--- src/rtl/mdu_issue_sequencer.sv ---
// Issue sequencer for the ALU / shifter / iterative multiplier / HiLo datapath.
// Accepts one funct per handshake, drives registered unit controls and runs MULT through to HiLo write-back.
module mdu_issue_sequencer #(
    parameter int          MUL_CYCLES = 32,
    parameter logic [5:0]  HILO_OPEN  = 6'b111111
) (
    input  logic       clk,
    input  logic       reset,
    input  logic       op_valid,
    input  logic [5:0] funct,
    output logic       op_ready,
    output logic [5:0] alu_ctrl,
    output logic [5:0] sht_ctrl,
    output logic [5:0] mul_ctrl,
    output logic [1:0] mux_sel,
    output logic       res_valid,
    output logic       mul_start,
    output logic       hilo_we,
    output logic       mul_busy,
    output logic       illegal
);

    localparam int             CW       = $clog2(MUL_CYCLES + 1);
    localparam logic [CW-1:0]  CNT_LAST = CW'(MUL_CYCLES);
    localparam logic [CW-1:0]  CNT_ONE  = CW'(1);

    localparam logic [5:0] F_AND  = 6'd36;
    localparam logic [5:0] F_OR   = 6'd37;
    localparam logic [5:0] F_ADD  = 6'd32;
    localparam logic [5:0] F_SUB  = 6'd34;
    localparam logic [5:0] F_SLT  = 6'd42;
    localparam logic [5:0] F_SRL  = 6'd2;
    localparam logic [5:0] F_MULT = 6'd25;
    localparam logic [5:0] F_MFHI = 6'd16;
    localparam logic [5:0] F_MFLO = 6'd18;

    localparam logic [1:0] SEL_ALU = 2'd0;
    localparam logic [1:0] SEL_SHT = 2'd1;
    localparam logic [1:0] SEL_HI  = 2'd2;
    localparam logic [1:0] SEL_LO  = 2'd3;

    typedef enum logic [1:0] {
        IDLE    = 2'd0,
        MUL_RUN = 2'd1,
        MUL_WB  = 2'd2
    } state_t;

    typedef enum logic [2:0] {
        OP_ALU,
        OP_SHT,
        OP_MUL,
        OP_HI,
        OP_LO,
        OP_BAD
    } op_class_t;

    state_t     state, state_nxt;
    logic [CW-1:0] count, count_nxt;
    op_class_t  op_class;
    logic       accept;
    logic [5:0] mul_ctrl_nxt;

    always_comb begin
        unique case (funct)
            F_AND, F_OR, F_ADD, F_SUB, F_SLT: op_class = OP_ALU;
            F_SRL:                            op_class = OP_SHT;
            F_MULT:                           op_class = OP_MUL;
            F_MFHI:                           op_class = OP_HI;
            F_MFLO:                           op_class = OP_LO;
            default:                          op_class = OP_BAD;
        endcase
    end

    // Single-cycle ops may slip in beside a running multiply; anything touching HiLo waits for IDLE.
    always_comb begin
        if (op_class == OP_ALU || op_class == OP_SHT) begin
            op_ready = (state == IDLE) || (state == MUL_RUN);
        end else begin
            op_ready = (state == IDLE);
        end
    end

    assign accept = op_valid && op_ready;

    // NOTE: every signal written here gets a default first, so no path leaves it unassigned and no latch is inferred.
    always_comb begin
        state_nxt    = state;
        count_nxt    = count;
        mul_ctrl_nxt = '0;
        unique case (state)
            IDLE: begin
                if (accept && op_class == OP_MUL) begin
                    state_nxt = MUL_RUN;
                    count_nxt = CNT_ONE;
                end
            end
            MUL_RUN: begin
                if (count == CNT_LAST) begin
                    state_nxt = MUL_WB;
                    count_nxt = '0;
                end else begin
                    count_nxt = count + CNT_ONE;
                end
            end
            MUL_WB: begin
                state_nxt = IDLE;
            end
            default: begin
                state_nxt = IDLE;
                count_nxt = '0;
            end
        endcase

        // mul_ctrl is registered, so it is decoded from the state being entered.
        unique case (state_nxt)
            MUL_RUN: mul_ctrl_nxt = F_MULT;
            MUL_WB:  mul_ctrl_nxt = HILO_OPEN;
            default: mul_ctrl_nxt = '0;
        endcase
    end

    // NOTE: sequential state uses non-blocking assignments so every register samples pre-edge values.
    always_ff @(posedge clk or negedge reset) begin
        if (!reset) begin
            state <= IDLE;
            count <= '0;
        end else begin
            state <= state_nxt;
            count <= count_nxt;
        end
    end

    always_ff @(posedge clk or negedge reset) begin
        if (!reset) begin
            alu_ctrl  <= '0;
            sht_ctrl  <= '0;
            mul_ctrl  <= '0;
            mux_sel   <= SEL_ALU;
            res_valid <= 1'b0;
            mul_start <= 1'b0;
            hilo_we   <= 1'b0;
            illegal   <= 1'b0;
        end else begin
            alu_ctrl  <= (accept && op_class == OP_ALU) ? funct : 6'd0;
            sht_ctrl  <= (accept && op_class == OP_SHT) ? funct : 6'd0;
            mul_ctrl  <= mul_ctrl_nxt;
            res_valid <= accept && (op_class == OP_ALU || op_class == OP_SHT ||
                                    op_class == OP_HI  || op_class == OP_LO);
            mul_start <= accept && (op_class == OP_MUL);
            hilo_we   <= (state_nxt == MUL_WB);
            illegal   <= accept && (op_class == OP_BAD);

            // mux_sel only moves when a new result is issued, otherwise it holds.
            if (accept) begin
                unique case (op_class)
                    OP_ALU:  mux_sel <= SEL_ALU;
                    OP_SHT:  mux_sel <= SEL_SHT;
                    OP_HI:   mux_sel <= SEL_HI;
                    OP_LO:   mux_sel <= SEL_LO;
                    default: mux_sel <= mux_sel;
                endcase
            end
        end
    end

    assign mul_busy = (state != IDLE);

endmodule

--- config.mk ---
export PLATFORM = sky130hd
export DESIGN_NAME = mdu_issue_sequencer
export DESIGN_NICKNAME = d
export VERILOG_FILES = /design/src/rtl/mdu_issue_sequencer.sv
export SDC_FILE = /design/constraint.sdc
export NUM_CORES = 1
export LEC_CHECK = 0
export CELL_PAD_IN_SITES_DETAIL_PLACEMENT = 0
export CELL_PAD_IN_SITES_GLOBAL_PLACEMENT = 1
export CORE_UTILIZATION = 37
export CTS_CLUSTER_SIZE = 20
export DETAILED_ROUTE_END_ITERATION = 12
export PLACE_DENSITY = 0.85
export SKIP_LAST_GASP = 1
export SLEW_MARGIN = 20
export SYNTH_ARGS = -nofsm -noshare
export SYNTH_HDL_FRONTEND = slang
export SYNTH_SLANG_ARGS = --single-unit
--- constraint.sdc ---
create_clock -name clk -period 2.2 [get_ports clk]
set_input_delay 0.55 -clock clk [delete_from_list [all_inputs] [get_ports clk]]
set_output_delay 0.55 -clock clk [all_outputs]
set_load 0.01 [all_outputs]
After elaboration in Yosys (flattened, before gate mapping). Cells that the tools add are included. W data, S select, Z words.

Bits in registers: 32. Bits of input ports: 9. Output and inout bits: 26. Logic and storage cells: 61.

Add/sub/neg operators: 1. Equality and inequality tests: 20. Mux-type cells: 12. Bitwise operators: 1. Reductions and logical operators: 17.

Operators with widths (number): $eq A6 B6 Y1 const B (6); $mux W6 (4); $eq A6 B5 Y1 const B (3); $pmux W6 S3 (1); $pmux W3 S5 (1); $pmux W6 S2 (1); $pmux W2 S4 (1); $add A6 B1 Y6 const B (1); $eq A3 B2 Y1 const B (2); $eq A3 B3 Y1 const B (2); $eq A6 B2 Y1 const B (1); $logic_and A1 B1 Y1 (6); $reduce_or A5 Y1 (1); $eq A2 B1 Y1 const B (2); $eq A2 B2 Y1 const B (2); $logic_or A1 B1 Y1 (4); $mux W2 (2); $pmux W2 S2 (1); $reduce_and A2 Y1 (2); $reduce_bool A4 Y1 (1); $eq A3 B1 Y1 const B (1); $logic_not A3 Y1 (1); $logic_not A2 Y1 (1); $ne A2 B1 Y1 const B (1); other kinds (3) (3).

Depth between registers and ports, before layout. Gate-level depths: netlist of the first run.

Depth after elaboration: 12. Gate-level depth with buffers: 8. Depth with buffers taken out: 7.

Worst setup path after synthesis of the first run. OpenSTA, ideal clock, no wires.

Path kind: input-to-output. From: input port funct[2]. To: output port op_ready. Data arrival time: 1.519 ns. Data required time: 1.650 ns. Setup slack: 0.131 ns. Cell stages on the path: 5. Path buffers: 1. Cell sequence: buf_4 > inv_2 > a2111oi_4 > o21ai_2 > a21oi_1.

Word-level cells in the longest chain between the ends: 6. Elaborated cells between the ends (all ways): 15. Classes of those cells: eq/ne: 10; mux: 2; reduce/logical: 3.

RTL lines: start, declared (RTL line 10) `input logic [5:0] funct,`; $eq A6 B6 Y1 (RTL line 64) `unique case (funct)`; $reduce_or A5 Y1 (RTL line 64); $pmux W3 S5 * (RTL line 64); $eq A3 B1 Y1 / $logic_not A3 Y1 (equally long branches) (RTL line 76) `if (op_class == OP_ALU || op_class == OP_SHT) begin`; $logic_or A1 B1 Y1 * (RTL line 76); $mux W1 * (RTL line 76); end, declared (RTL line 11) `output logic op_ready,`.

Mark *: on every way between the ends. The rest lies on a longest branch, timed or not.

Worst setup path in the final report of the first run.
From: input port funct[1]. To: output port op_ready.

The elaborated chain is that of the path after synthesis.

==> reports/summary.txt, run 1 <==
Outcome: completed
Router iterations before antenna repair: 4
Final Core Density: 0.5437
Global-route wire length before repair: 4.236 mm
Startpoint kind of the worst setup timing path: primary input
Final count of hold timing violations: 0
DP Area: 1809 sq um
Number of enable flip-flop cells after synthesis: 0
Share of flip-flops with an asynchronous set or reset: 1.000
Portion of the clock cycle consumed by the worst path in the final layout: 0.9545
Detailed Place HPWL: 2.034 mm
Layout overhead on the synthesized area: 39.23%
Bufs and invs on worst path: 3
Max_cap viols: 0
Worst Min Path Start: count[5]
Die boundary width: 61.82 microns
Worst Tran Pin Value: 0.5965 ns
DRC marker count from the first detailed-route iteration: 23
Post-Route WL: 2.560 mm
GRT Residual Overflow: 0
Leakage Power: 0.8198 nW
Unique masters post-synth: 41
Slew HR: 0.5987
Required time of the worst setup path: 1.65 ns
Final setup violation count: 0
Slowest-stage cell, CP: sky130_fd_sc_hd__clkdlybuf4s15_1
Chain of cells forming the critical path: clkdlybuf4s15_1 -> buf_4 -> a2111oi_4 -> o21ai_2 -> a21oi_1 -> buf_2
Flip-flop and latch count after synthesis: 27
Most repeated cell in the gate-level netlist after synthesis: sky130_fd_sc_hd__dfrtp_1
Most area-consuming cells after synthesis: sky130_fd_sc_hd__dfrtp_1, sky130_fd_sc_hd__a2111oi_4, sky130_fd_sc_hd__nand2b_1, sky130_fd_sc_hd__buf_4, sky130_fd_sc_hd__ha_1
Placeable core region: 3390 sq um
Critical path class: in2out
Arrival time at the worst endpoint: 1.55 ns
Sink Count: 27
Final critical-path required period: 2.100 ns
Number of nets with antenna violations after routing: 0
Initial antenna violation count: 0
Synth area leader: sky130_fd_sc_hd__dfrtp_1
Clock root buffer: sky130_fd_sc_hd__clkbuf_4
Routability congestion estimate from global placement: 0.9492
Worst Skew: 0.001872 ns
Mean post-synth cell area: 11.03 sq um
Port Buffers: 34
Most used flip-flop cell after synthesis: sky130_fd_sc_hd__dfrtp_1
Row count: 21
Maximum vdd ir drop: 0.0002761 V
Pins over their slew limit: 0
Highest Clock Rate: 0.4762 GHz
Peak per-stage delay on the critical path: 0.23 ns
Initial core utilization: 0.3906
Ports placed on the boundary: 35
Hold buffer count at cts: 0
Global router's overall resource usage: 0.1504
Maximum number of pins on one net before global-route repair: 28
Maximum clock path buffer count: 2
Routed via count divided by cell count: 4.816
Area of the mapped netlist: 1324 sq um
Startpoint of the worst-slack reg-to-reg timing path: count[0]
Leading cell types by count after synthesis: sky130_fd_sc_hd__dfrtp_1, sky130_fd_sc_hd__nand2_1, sky130_fd_sc_hd__nand2b_1
Worst hold path type: reg2reg
Setup repair after global routing missed its margin: false
Top-area cell type share of the netlist area: 0.5104
Total number of yosys warnings: 0
CP delay by family, top: buffers and inverters
Worst Setup SP: funct[1]
Total number of nets in the final design: 184
H-Tree Depth: 1
Number of global-route vias before repair: 987
Setup TNS Final: 0 ns
Clock tree from TritonCTS: done
Via count: 1045
Y dimension of the die: 61.82 microns
Power density cells: 781.6 nW/um^2
Number of clock buffers inserted by TritonCTS: 3
Critical Path End Type: output port
Largest driver fanout on the critical path: 3
Clock transition at the register clock pins on the worst setup and hold paths after CTS: 0.14 ns
Remaining routing DRC violations: 0
Power consumption: 0.001441 W
Final standard cell area without fillers: 1843 sq um
Diode insertion count for antenna repair: 0
Worst-Skew Late Latency: 0.32 ns
Sequential area share after synthesis: 0.5104
Die area: 3821 sq um
Ratio of cells with drive above 1 in the final layout: 0.2164
Post-Synthesis Cells: 120
Average routed wire per standard cell: 11.80 microns
Hold Worst Slack: 0.5234 ns
[cells in the final DEF (no fill, tap or decap), drive strengths merged, types with 3 or more instances in the layout]
master	Yosys	layout
inv	7	7
a21oi	4	4
nand3	3	3
buf	8	18
nand2	10	10
nor2b	3	3
and2	3	3
nor2	6	6
clkdlybuf4s50	0	28
xor2	3	3
ha	3	3
nand2b	8	8
o21ai	6	6
dfrtp	27	27
nor4	3	3
clkbuf	1	5
conb	1	6
[metal layers]
metal	vias to the layer above	track usage	wire length [microns]
li1	513	-	-
met1	496	0.1914	1187
met2	34	0.2565	1237
met3	2	0.01656	107
met4	0	0.06984	27
met5	-	0	0
[power breakdown]
group / switching [W] / internal (W) / leakage [nW]
clock: 0.000140 / 0.0000694 / 0.0139
sequential: 0.0000877 / 0.000589 / 0.341
combinational: 0.000259 / 0.000295 / 0.464
total: 0.000487 / 0.000953 / 0.820
[layout make-up]
type | instances | area (sq um)
multi-input combinational | 82 | 600.6
timing repair buffer | 51 | 452.9
fill | 296 | 1546
inverter | 7 | 26.28
clock inverter | 1 | 7.507
tap | 46 | 57.56
sequential | 27 | 675.6
clock buffer | 3 | 22.52
[flip-flops by register name, indices dropped and copies added (netlist names)]
| name | flops |
|---|---|
| mul_start | 1 |
| mul_ctrl | 2 |
| count | 6 |
| illegal | 1 |
| mux_sel | 2 |
| alu_ctrl | 6 |
| sht_ctrl | 6 |
| state | 2 |
| res_valid | 1 |
[what timing repair did]
action,CTS,global route
resized for setup,13,6
buffers inserted,0,0
setup endpoints to repair,7,1
pin swaps,1,3
[worst register-to-register path, delay by kind of cell (launching register included)]
| kind | cells | cell delay [ns] |
|---|---|---|
| AO/OA/AOI/OAI | 3 | 0.63 |
| flip-flops | 1 | 0.45 |
| buffers and inverters | 2 | 0.31 |
| adder cells (fa/ha/maj) | 1 | 0.14 |
| AND/OR/NAND/NOR | 2 | 0.10 |
[cells by family (layout without fill, tap and decap cells)]
kind of cell	count (synthesis)	in the layout	synth area share
AO/OA/AOI/OAI	24	24	0.1711
XOR/XNOR	3	3	0.01985
adder cells (fa/ha/maj)	3	3	0.02836
buffers and inverters	16	62	0.06427
flip-flops	27	27	0.5104
multiplexers	2	2	0.01890
other	1	6	0.002833
AND/OR/NAND/NOR	44	44	0.1843
[through the flow]
step                      setup slack [ns]  std cells
after global placement             -0.6562        213
after floorplan                     0.1305        125
final                               0.1001        217
after detailed placement           -0.7056        213
after global routing               0.02399        217
after CTS                          0.01577        217
[worst paths after layout]
path | endpoint | slack (ns) | cells past startpoint
worst min-delay path | count[5] | 0.52 | 1
min in group asynchronous | count[3] | 0.58 | 2
worst min register to register | count[5] | 0.52 | 1
worst max-delay path | op_ready | 0.10 | 6
worst max register to register | count[5] | 0.46 | 8
max in group asynchronous | mux_sel[0] | 1.38 | 2
No activity file was read; power rests on OpenSTA's default activity.
==> inputs of run 2 (changes only) <==
--- a/config.mk
+++ b/config.mk
@@ -12,7 +12,6 @@
 export DETAILED_ROUTE_END_ITERATION = 12
 export PLACE_DENSITY = 0.85
 export SKIP_LAST_GASP = 1
-export SLEW_MARGIN = 20
 export SYNTH_ARGS = -nofsm -noshare
 export SYNTH_HDL_FRONTEND = slang
 export SYNTH_SLANG_ARGS = --single-unit
==> results of run 2 <==
Final layout, timing and power as in run 1 (identical DEF).
==> inputs of run 3 (changes only) <==
--- a/config.mk
+++ b/config.mk
@@ -10,7 +10,7 @@
 export CORE_UTILIZATION = 37
 export CTS_CLUSTER_SIZE = 20
 export DETAILED_ROUTE_END_ITERATION = 12
-export PLACE_DENSITY = 0.85
+export PLACE_DENSITY = 0.89
 export SKIP_LAST_GASP = 1
 export SYNTH_ARGS = -nofsm -noshare
 export SYNTH_HDL_FRONTEND = slang
==> reports/summary.txt, run 3 (synthesis results as in run 1) <==
Highest Clock Rate: 0.4703 GHz
Hold buffer count at cts: 0
GRT Residual Overflow: 0
Number of clock buffers inserted by TritonCTS: 3
Setup TNS Final: 0 ns
Port Buffers: 34
Via count: 1049
Number of global-route vias before repair: 919
Slowest-stage cell, CP: sky130_fd_sc_hd__clkdlybuf4s50_1
Max_cap viols: 0
Global-route wire length before repair: 4.181 mm
Most common cell after layout, fill and taps aside: sky130_fd_sc_hd__clkdlybuf4s50_1
Row count: 21
Pre-CTS WS: -0.7444 ns
Biggest regs: alu_ctrl (6), count (6), sht_ctrl (6)
Global router's overall resource usage: 0.1523
Arrival time at the worst endpoint: 2.35 ns
Final Core Density: 0.5489
Chain of cells forming the critical path: clkdlybuf4s50_1 -> buf_4 -> nor2_1 -> a211o_1 -> o21a_1 -> a221oi_4 -> mux2_4
Average routed wire per standard cell: 12.25 microns
Ratio of cells with drive above 1 in the final layout: 0.2241
Final setup violation count: 0
Net switching power: 0.0004964 W
Worst Min Path Start: count[5]
Layout overhead on the synthesized area: 40.55%
Worst-Skew Late Latency: 0.32 ns
Final setup margin: 0.07391 ns
Power share of the clock group: 0.139
Initial antenna violation count: 0
Worst reg2reg setup slack: 0.48 ns
Diode insertion count for antenna repair: 0
Portion of the clock cycle consumed by the worst path in the final layout: 0.9664
Sink Count: 27
Non-filler instance count after layout: 220
Placeable core region: 3390 sq um
Final critical-path required period: 2.126 ns
Terminating pin of the worst hold path: count[5]
Startpoint of the worst-slack reg-to-reg timing path: count[0]
Outcome: completed
Clock tree from TritonCTS: done
Largest driver fanout on the critical path: 5
Logic gate share of total power: 0.395
Required time of the worst setup path: 2.43 ns
Cell-internal power: 0.0009635 W
Startpoint kind of the worst setup timing path: primary input
Count of cells along the worst register-to-register path: 7
Leakage Power: 0.8331 nW
Maximum clock path buffer count: 2
Detailed Place HPWL: 2.093 mm
Remaining routing DRC violations: 0
DRC marker count from the first detailed-route iteration: 11
Number of nets with antenna violations after routing: 0
Pins over their slew limit: 0
Maximum vdd ir drop: 0.0002661 V
Total number of nets in the final design: 187
Initial core utilization: 0.3906
Count of placed standard cells including taps: 215
Post-Route WL: 2.694 mm
Critical path class: in2reg
Commonest cells after routing, fill and taps aside: sky130_fd_sc_hd__clkdlybuf4s50_1, sky130_fd_sc_hd__dfrtp_1, sky130_fd_sc_hd__buf_4
R2r endpoint: mul_ctrl[4]
Power consumption: 0.001460 W
Setup repair after global routing missed its margin: false
Reg power frac: 0.466
Die area: 3821 sq um
Routability congestion estimate from global placement: 0.9334
Ports placed on the boundary: 35
Net switching share of the total power: 0.3400
Cell depth of the worst min-delay path: 1
Critical Path End Type: register
Maximum number of pins on one net before global-route repair: 28
Power density cells: 784.7 nW/um^2
Peak per-stage delay on the critical path: 0.54 ns
Router iterations before antenna repair: 4
Y dimension of the die: 61.82 microns
Final count of hold timing violations: 0
Clock root buffer: sky130_fd_sc_hd__clkbuf_4
Die boundary width: 61.82 microns
Worst hold path type: reg2reg
Worst Skew: 0.01336 ns
H-Tree Depth: 1
Clock transition at the register clock pins on the worst setup and hold paths after CTS: 0.14 ns
Routed via count divided by cell count: 4.768
[run 3: cell types whose count changed in the layout (fill, tap and decap cells not counted), sizes merged]
cell / change
clkbuf: -1
clkinvlp: -1
buf: +3
dlygate4sd2: +3
clkdlybuf4s15: -2
clkinv: +1
[run 3: worst max-delay path: cells and delay by family]
kind	cells	cell delay [ns]
AND/OR/NAND/NOR	1	0.05
AO/OA/AOI/OAI	3	0.73
buffers and inverters	2	0.70
multiplexers	1	0.32
[run 3: repair_timing]
action                     4_1_cts  5_1_grt
setup buffers                    0        1
gates cloned                     0        0
pin swaps                        3        0
setup endpoints to repair        3        3
resized for setup               11        4
[run 3: worst max path at each step]
stage	to	from	depth (start not counted)	slack, ns
3_3_place_gp	op_ready	funct[5]	6	-0.70
3_5_place_dp	op_ready	funct[5]	6	-0.74
6_report	mux_sel[1]	funct[4]	7	0.07
2_1_floorplan	op_ready	funct[2]	5	0.13
5_1_grt	op_ready	funct[0]	5	0.001
4_1_cts	op_ready	funct[5]	6	0.001
[run 3: power groups by stage]
stage / logic [W] / clock network (W) / registers [W]
3_5_place_dp: 0.000567 / 0 / 0.000692
2_1_floorplan: 0.000321 / 0 / 0.000685
6_report: 0.000576 / 0.000204 / 0.000680
3_3_place_gp: 0.000552 / 0 / 0.000684
4_1_cts: 0.000563 / 0.000213 / 0.000682
5_1_grt: 0.000638 / 0.000238 / 0.000696
[run 3: final cells by class]
cell class / count / area [sq um]
clock buffer: 3 / 22.52
clock inverter: 1 / 5.005
fill: 304 / 1529
inverter: 7 / 26.28
multi-input combinational: 82 / 596.8
sequential: 27 / 676.9
tap: 46 / 57.56
timing repair buffer: 54 / 475.5
[run 3: stage by stage]
stage	instance area, sq um	hold slack [ns]
2_1_floorplan	1343	0.2544
3_3_place_gp	1824	0.4746
3_5_place_dp	1824	0.4766
4_1_cts	1849	0.4954
5_1_grt	1861	0.5183
6_report	1861	0.4962
[run 3: routing by layer]
layer | share of wire | wire length, microns | track usage
met5 | 0 | 0 | 0
met1 | 0.44 | 1180 | 0.1802
met3 | 0.024 | 64 | 0.03313
met4 | 0.017 | 46 | 0.06032
met2 | 0.52 | 1402 | 0.2688
